<file path="src/rtl/mips_ctrl_pkg.sv">
// Shared encodings for the multicycle MIPS main control FSM and the ALU control stage.
// Holds state codes, opcodes, datapath select encodings and the control-word layout.
package mips_ctrl_pkg;

   typedef enum logic [3:0] {
      ST_IDLE      = 4'd0,
      ST_FETCH     = 4'd1,
      ST_DECODE    = 4'd2,
      ST_MEM_ADDR  = 4'd3,
      ST_MEM_READ  = 4'd4,
      ST_MEM_WB    = 4'd5,
      ST_MEM_WRITE = 4'd6,
      ST_R_EXEC    = 4'd7,
      ST_R_WB      = 4'd8,
      ST_BRANCH    = 4'd9,
      ST_JUMP      = 4'd10,
      ST_ADDI_EXEC = 4'd11,
      ST_ADDI_WB   = 4'd12,
      ST_ILLEGAL   = 4'd13
   } state_e;

   localparam logic [5:0] OP_RTYPE = 6'b000000;
   localparam logic [5:0] OP_LW    = 6'b100011;
   localparam logic [5:0] OP_SW    = 6'b101011;
   localparam logic [5:0] OP_BEQ   = 6'b000100;
   localparam logic [5:0] OP_J     = 6'b000010;
   localparam logic [5:0] OP_ADDI  = 6'b001000;

   localparam logic [1:0] ALU_OP_ADD   = 2'b00;
   localparam logic [1:0] ALU_OP_SUB   = 2'b01;
   localparam logic [1:0] ALU_OP_FUNCT = 2'b10;

   localparam logic [1:0] SRC_B_REG     = 2'b00;
   localparam logic [1:0] SRC_B_FOUR    = 2'b01;
   localparam logic [1:0] SRC_B_IMM     = 2'b10;
   localparam logic [1:0] SRC_B_IMM_SH2 = 2'b11;

   localparam logic [1:0] PC_SRC_ALU    = 2'b00;
   localparam logic [1:0] PC_SRC_ALUOUT = 2'b01;
   localparam logic [1:0] PC_SRC_JUMP   = 2'b10;

   typedef struct packed {
      logic       pc_write;
      logic       pc_write_cond;
      logic       i_or_d;
      logic       mem_read;
      logic       mem_write;
      logic       ir_write;
      logic       mem_to_reg;
      logic       reg_dst;
      logic       reg_write;
      logic       alu_src_a;
      logic [1:0] alu_src_b;
      logic [1:0] alu_op;
      logic [1:0] pc_source;
      logic       instr_done;
      logic       illegal;
   } ctrl_t;

   // First execution state for each supported opcode; anything else traps.
   function automatic state_e dispatch(input logic [5:0] op);
      case (op)
         OP_LW, OP_SW: return ST_MEM_ADDR;
         OP_RTYPE:     return ST_R_EXEC;
         OP_BEQ:       return ST_BRANCH;
         OP_J:         return ST_JUMP;
         OP_ADDI:      return ST_ADDI_EXEC;
         default:      return ST_ILLEGAL;
      endcase
   endfunction

endpackage

</file>
<file path="src/rtl/mips_ctrl_decode.sv">
// Combinational state-to-control-word table for the MIPS main control FSM.
// Unused state codes fall through to an all-zero control word.
module mips_ctrl_decode
   import mips_ctrl_pkg::*;
(
   input  state_e state,
   output ctrl_t  ctrl
);

   always_comb begin
      ctrl = '0;
      case (state)
         ST_FETCH: begin
            ctrl.mem_read  = 1'b1;
            ctrl.ir_write  = 1'b1;
            ctrl.pc_write  = 1'b1;
            ctrl.alu_src_b = SRC_B_FOUR;
            ctrl.alu_op    = ALU_OP_ADD;
            ctrl.pc_source = PC_SRC_ALU;
         end
         ST_DECODE: begin
            ctrl.alu_src_b = SRC_B_IMM_SH2;
            ctrl.alu_op    = ALU_OP_ADD;
         end
         ST_MEM_ADDR: begin
            ctrl.alu_src_a = 1'b1;
            ctrl.alu_src_b = SRC_B_IMM;
            ctrl.alu_op    = ALU_OP_ADD;
         end
         ST_MEM_READ: begin
            ctrl.mem_read = 1'b1;
            ctrl.i_or_d   = 1'b1;
         end
         ST_MEM_WB: begin
            ctrl.reg_write  = 1'b1;
            ctrl.mem_to_reg = 1'b1;
            ctrl.instr_done = 1'b1;
         end
         ST_MEM_WRITE: begin
            ctrl.mem_write  = 1'b1;
            ctrl.i_or_d     = 1'b1;
            ctrl.instr_done = 1'b1;
         end
         ST_R_EXEC: begin
            ctrl.alu_src_a = 1'b1;
            ctrl.alu_src_b = SRC_B_REG;
            ctrl.alu_op    = ALU_OP_FUNCT;
         end
         ST_R_WB: begin
            ctrl.reg_write  = 1'b1;
            ctrl.reg_dst    = 1'b1;
            ctrl.instr_done = 1'b1;
         end
         ST_BRANCH: begin
            ctrl.alu_src_a     = 1'b1;
            ctrl.alu_src_b     = SRC_B_REG;
            ctrl.alu_op        = ALU_OP_SUB;
            ctrl.pc_write_cond = 1'b1;
            ctrl.pc_source     = PC_SRC_ALUOUT;
            ctrl.instr_done    = 1'b1;
         end
         ST_JUMP: begin
            ctrl.pc_write   = 1'b1;
            ctrl.pc_source  = PC_SRC_JUMP;
            ctrl.instr_done = 1'b1;
         end
         ST_ADDI_EXEC: begin
            ctrl.alu_src_a = 1'b1;
            ctrl.alu_src_b = SRC_B_IMM;
            ctrl.alu_op    = ALU_OP_ADD;
         end
         ST_ADDI_WB: begin
            ctrl.reg_write  = 1'b1;
            ctrl.instr_done = 1'b1;
         end
         ST_ILLEGAL: begin
            ctrl.illegal = 1'b1;
         end
         default: ;
      endcase
   end

endmodule

</file>
<file path="src/rtl/mips_main_control.sv">
// Multicycle MIPS main control: state register, latched opcode and next-state logic.
// All outputs are a Moore function of the state, produced by mips_ctrl_decode.
module mips_main_control
   import mips_ctrl_pkg::*;
(
   input  logic       clk,
   input  logic       rst_n,
   input  logic [5:0] opcode,
   output logic       pc_write,
   output logic       pc_write_cond,
   output logic       i_or_d,
   output logic       mem_read,
   output logic       mem_write,
   output logic       ir_write,
   output logic       mem_to_reg,
   output logic       reg_dst,
   output logic       reg_write,
   output logic       alu_src_a,
   output logic [1:0] alu_src_b,
   output logic [1:0] alu_op,
   output logic [1:0] pc_source,
   output logic       instr_done,
   output logic       illegal,
   output logic [3:0] state
);

   state_e     state_q, state_d;
   logic [5:0] opcode_q, opcode_d;
   ctrl_t      ctrl;

   always_comb begin
      state_d  = state_q;
      opcode_d = opcode_q;
      case (state_q)
         ST_IDLE:      state_d = ST_FETCH;
         ST_FETCH:     state_d = ST_DECODE;
         ST_DECODE: begin
            opcode_d = opcode;
            state_d  = dispatch(opcode);
         end
         // Only lw and sw reach MEM_ADDR, so the latched opcode picks the direction.
         ST_MEM_ADDR:  state_d = (opcode_q == OP_LW) ? ST_MEM_READ : ST_MEM_WRITE;
         ST_MEM_READ:  state_d = ST_MEM_WB;
         ST_R_EXEC:    state_d = ST_R_WB;
         ST_ADDI_EXEC: state_d = ST_ADDI_WB;
         ST_MEM_WB, ST_MEM_WRITE, ST_R_WB,
         ST_BRANCH, ST_JUMP, ST_ADDI_WB:
                       state_d = ST_FETCH;
         ST_ILLEGAL:   state_d = ST_ILLEGAL;
         default:      state_d = ST_IDLE;
      endcase
   end

   always_ff @(posedge clk or negedge rst_n) begin
      if (!rst_n) begin
         state_q  <= ST_IDLE;
         opcode_q <= '0;
      end else begin
         state_q  <= state_d;
         opcode_q <= opcode_d;
      end
   end

   mips_ctrl_decode u_decode (
      .state (state_q),
      .ctrl  (ctrl)
   );

   assign pc_write      = ctrl.pc_write;
   assign pc_write_cond = ctrl.pc_write_cond;
   assign i_or_d        = ctrl.i_or_d;
   assign mem_read      = ctrl.mem_read;
   assign mem_write     = ctrl.mem_write;
   assign ir_write      = ctrl.ir_write;
   assign mem_to_reg    = ctrl.mem_to_reg;
   assign reg_dst       = ctrl.reg_dst;
   assign reg_write     = ctrl.reg_write;
   assign alu_src_a     = ctrl.alu_src_a;
   assign alu_src_b     = ctrl.alu_src_b;
   assign alu_op        = ctrl.alu_op;
   assign pc_source     = ctrl.pc_source;
   assign instr_done    = ctrl.instr_done;
   assign illegal       = ctrl.illegal;
   assign state         = state_q;

endmodule

</file>
<file path="config.mk">
export PLATFORM = sky130hd
export DESIGN_NAME = mips_main_control
export DESIGN_NICKNAME = d
export VERILOG_FILES = /design/src/rtl/mips_ctrl_pkg.sv /design/src/rtl/mips_ctrl_decode.sv /design/src/rtl/mips_main_control.sv
export SDC_FILE = /design/constraint.sdc
export NUM_CORES = 1
export LEC_CHECK = 0
export ABC_AREA = 1
export BUFFER_PORTS_ARGS = -buffer_cell sky130_fd_sc_hd__buf_4
export CAP_MARGIN = 25
export CORE_MARGIN = 3
export CORE_UTILIZATION = 47
export CTS_BUF_LIST = sky130_fd_sc_hd__clkbuf_8 sky130_fd_sc_hd__clkbuf_16
export DETAILED_ROUTE_END_ITERATION = 8
export PLACE_DENSITY = 0.76
export SLEW_MARGIN = 20
export SYNTH_ARGS = -nofsm -noshare
export SYNTH_HDL_FRONTEND = slang
export SYNTH_SLANG_ARGS = --single-unit
</file>
<file path="constraint.sdc">
create_clock -name clk -period 1.7 [get_ports clk]
set_clock_uncertainty 0.15 [all_clocks]
set_input_delay 0.085 -clock clk [delete_from_list [all_inputs] [get_ports clk]]
set_output_delay 0.085 -clock clk [all_outputs]
set_load 0.02 [all_outputs]
</file>
# == After elaboration in Yosys (flattened, before gate mapping) ==
# Cells that the tools add are included.
# totals
inputBits,8
out_inout_bits,22
wordCells,49
regBits,10
# op_classes
mux,17
n_eq_ne,19
reduce_logical,11
# ops
operator,count
4-bit case mux with 5 select lines,2
4-bit case mux with 8 select lines,1
4-bit == test (second input constant),6
6-bit == test (second input constant),3
4-bit by 3-bit == test with 1-bit output (second input constant),4
1-bit two-way mux,12
2-bit OR reduction,5
4-bit by 2-bit == test with 1-bit output (second input constant),2
7-bit OR reduction,1
6-bit by 2-bit == test with 1-bit output (second input constant),1
6-bit by 3-bit == test with 1-bit output (second input constant),1
6-bit by 4-bit == test with 1-bit output (second input constant),1
6-bit zero test,1
6-bit OR reduction,1
4-bit by 1-bit == test with 1-bit output (second input constant),1
4-bit zero test,1
2-bit case mux with 2 select lines,1
4-bit OR reduction,1
3-bit OR reduction,1
2-bit two-way mux,1

# == Longest topological paths before layout ==
# depth
word_depth,4
mapped_depth,8
ltp_nobuf,8

# == Cells and area by module ==
# A second synthesis with hierarchy kept.
# hier_totals
cells_unflattened,120
hier_area_um2,774.5
# by_module_without_submodules
mod,seq_area_each_um2,cells_per_inst,area_per_inst_um2,n_inst
mips_main_control,250.2,82,603.1,1
mips_ctrl_decode,0.0,38,171.4,1

# == Least setup slack after synthesis ==
# No wires, ideal clock.
# synth_path
path_kind,register -> output
from,register state_q[3] (netlist: state[3])
to,output mem_read
arrival_ns,1.442
required_time_ns,1.465
n_path_buf,0
slack_ns,0.023
path_stages_with_launch,6
path_cell_list,dfrtp_1 > nor2_4 > inv_2 > nor2_1 > inv_1 > o21ai_0
# synth_between
elab_chain_len,3
word_cells_on_any_way,4
cone_classes,eq/ne: 2; mux: 1; reduce/logical: 1
# synth_lines
item,line,source
from (decl),mips_main_control.sv:27,"state_e state_q, state_d;"
from (signal assigned),mips_main_control.sv:59,state_q <= state_d;
4-bit by 1-bit == test with 1-bit output or 4-bit by 3-bit == test with 1-bit output (tied branches),mips_ctrl_decode.sv:12,case (state)
2-bit OR reduction (no line) (*),n/a,
1-bit two-way mux (*),mips_ctrl_decode.sv:12,
to (decl),mips_main_control.sv:12,"output logic mem_read,"
# Every way passes the cells marked *; elsewhere a longest branch is shown, timed or not.

# == Final worst setup path ==
# layout_path
from,register state_q[3] (netlist: state[3])
to,output alu_src_b[1]
# layout_between
elab_chain_len,3
word_cells_on_any_way,8
cone_classes,eq/ne: 6; mux: 1; reduce/logical: 1
# layout_lines
item,line,source
4-bit by 2-bit == test with 1-bit output or 4-bit == test (tied branches),mips_ctrl_decode.sv:12,
2-bit OR reduction (no line),n/a,
4-bit case mux with 5 select lines (*),mips_ctrl_decode.sv:12,
to (decl),mips_main_control.sv:19,"output logic [1:0] alu_src_b,"
# Marked as above.

==> impl_results.md <==
- Die area: 2153 µm²
- Tot GR Track Use: 21.35%
- Post-synthesis cell count: 122
- Distinct cells, synth: 17
- Post-synth EDFFs: 0
- Critical Path AT: 1430 ps
- MaxCap Viol Count: 0
- Ports: 30
- Final setup violation count: 0
- Post-Synth Adder-Cell Area: 0%
- Share of synthesized area spent on multiplexers: 0%
- Synth top area share: 32.63%
- # fillers: 100
- Worst path cell trace: nor2_4 -> inv_2 -> nor2_8 -> inv_2 -> o21ai_0 -> buf_4
- Reg clk slew, reported paths: 50 ps
- CP endpoint kind: primary output
- Mapped Nets: 130
- #FFs+latches synth: 10
- Max-slew violations: 0
- Post-synthesis compound-gate area fraction: 6.199%
- Largest family of logic cells by synthesized area: simple AND/OR/NAND/NOR gates
- Area leader, netlist: dfrtp_1
- Final Hold Vio Count: 0
- Hold slack: 11.70 ps
- Xor and xnor area share after synthesis: 0%
- Initial core utilization: 54.20%
- Area Overhead vs Synth: 50.41%
- Status: finished clean
- Ranking of synthesized cells by area: dfrtp_1 33%, nand2_1 18%, inv_1 9.8%
- Root Buffer Master: clkbuf_8
- Post-layout util: 81.52%
- Min Clock Period, post-route: 1660 ps
- Simple-Gate Fraction of Synth Area: 47.47%
- Register area share after synthesis: 32.63%
- H-tree levels: 1
- Path type of the worst setup path: reg -> out
- GP Congestion: 0.8368
- Avg WL per Cell: 12.99 µm
- Row count: 13
- Post-route ant nets: 0
- CTS Buffer Depth: 2
- Layout cells sized above 1: 38.04%
- Worst-margin pin slew: 235.4 ps
- N_diodes: 0
- Initial antenna violation count: 0
- WP buf/inv: 3
- P_leak: 0.6943 nW
- CP dominant cell by count: inv_2
- Via-to-Cell Ratio: 4.994
- Final period util: 97.65%
- Worst EP required: 1460 ps
- Max incr delay on CP: 450 ps
- Async S/R FF share, synth: 100.0%
- Vias: 889
- Die height: 46.40 µm
- Relative slew slack: 84.29%
- Hold Crit Class: in -> reg
- Synthesized cell area: 767.0 µm²
- Chip width: 46.40 µm
- Wire length of the first global-routing pass: 3284 µm
- Yosys Warn Count: 0
- CP startpoint kind: register
- RSZ-0062 raised after global routing: true
- Worst path top cell family by delay: flip-flops
- # port buffers: 29
- Peak supply drop: 1.211 mV
- Largest net degree at the start of global routing: 11
- GRT Residual Overflow: 0
- # DRC: 0
- CORE AREA: 1415 µm²
- Post-synth top flop: dfrtp_1
- Clock Latency Late Sink: 230 ps
- HPWL Detailed: 1603 µm
- Drt initial violations: 39
- Nets@finish: 172
- CTS Buf Count: 3
- CTS tree: yes
- Clock sink count: 10
- Vias in the first global route: 755
- Slowest cell on crit path: dfrtp_2
- Power per Cell Area: 1828 nW/µm²
- Peak Freq: 602.4 MHz
- Mean Syn Cell Area: 6.287 µm²
- First-pass DRT Iterations: 4
- Detailed Route WL: 2312 µm
- CP Max Fanout: 9
-- power breakdown --
part	switching (mW)	internal [mW]	total, mW
registers	0.128	0.361	0.490
clock network	0.0947	0.204	0.298
logic	0.802	0.518	1.32
-- worst reg2reg max path, cell delays in order (launching register included) --
cell and delay [ps]:
dfrtp_2 460, buf_4 150, nand2_2 100, nor2_4 50, a211oi_1 220, nand2_1 110
-- metal layers --
layer	part of all wire, %	track usage, %	vias to the layer above	wire length (µm)
li1	-	-	456	-
met1	41	28.30	391	958
met2	50	35.71	38	1160
met3	7.3	4.688	4	169
met4	0.99	3.409	0	23
met5	0	0	-	0
-- what timing repair did --
item                       in CTS  in global routing
pin swaps                       0                  1
setup endpoints to repair       1                  4
setup buffers                   0                  4
gates resized for setup         2                  7
hold endpoints to repair       14                  0
hold buffers                    5                  0
-- final timing paths --
check / end / slack, ps / start / cells past startpoint
worst min-delay path: opcode_q[5] / 10 / opcode[5] / 3
max in group asynchronous: state[3] / 1140 / rst_n / 2
min in group asynchronous: opcode_q[5] / 100 / rst_n / 2
worst max-delay path: alu_src_b[1] / 40 / state[3] / 6
worst min register to register: opcode_q[4] / 320 / opcode_q[4] / 2
worst max register to register: state[2] / 330 / state[2] / 5
-- placed cells by master (no fill, tap or decap), drive strengths merged --
cell type    synthesis  final
nand4                5      5
dfrtp               10     10
dlygate4sd3          0      5
nor3b                1      1
buf                  1     33
o21ai                7      7
a21oi                1      1
a211oi               1      1
nor2                24     24
inv                 26     26
nand2               39     39
nand3                7      7
clkbuf               0      4
-- synth_stat cells, types with 2 or more instances --
master   instances
dfrtp_1         10
nand2_2          3
nor2_2           6
inv_2            6
nor2_1          15
o21ai_1          2
nand2_1         36
nand4_1          5
nand3_1          7
inv_1           20
o21ai_0          5
nor2_4           2
-- logic make-up (layout without fill, tap and decap cells) --
logic type	count (synthesis)	after routing
compound gates	9	9
simple gates	76	76
flops	10	10
buf+inv	27	68
-- metrics by stage --
| stage | instances | setup slack (ps) | TNS, ps | power [mW] | instance area [µm²] |
|---|---|---|---|---|---|
| after floorplan | 122 | 23.19 | 0 | 1.244 | 767.0 |
| after global placement | 165 | 291.1 | 0 | 1.673 | 996.0 |
| after detailed placement | 165 | 254.3 | 0 | 1.682 | 996.0 |
| after CTS | 174 | 20.01 | 0 | 1.999 | 1104 |
| after global routing | 178 | -35.71 | -45.08 | 2.261 | 1154 |
| final | 178 | 39.91 | 0 | 2.108 | 1154 |
-- area by class of cell --
class                           count  area [µm²]  area share, %
Timing Repair Buffer               38       297.8          25.81
Multi-Input combinational cell     85       429.2          37.20
Sequential cell                    10       255.2          22.13
Inverter                           26       97.59          8.460
Clock buffer                        4       55.05          4.772
Tap cell                           15       18.77          1.627
-- registers in the layout, indices dropped and copies added, names as in the netlist --
signal	cells
opcode_q	6
state	4
Note: power is estimated with default switching activity, not from simulation.
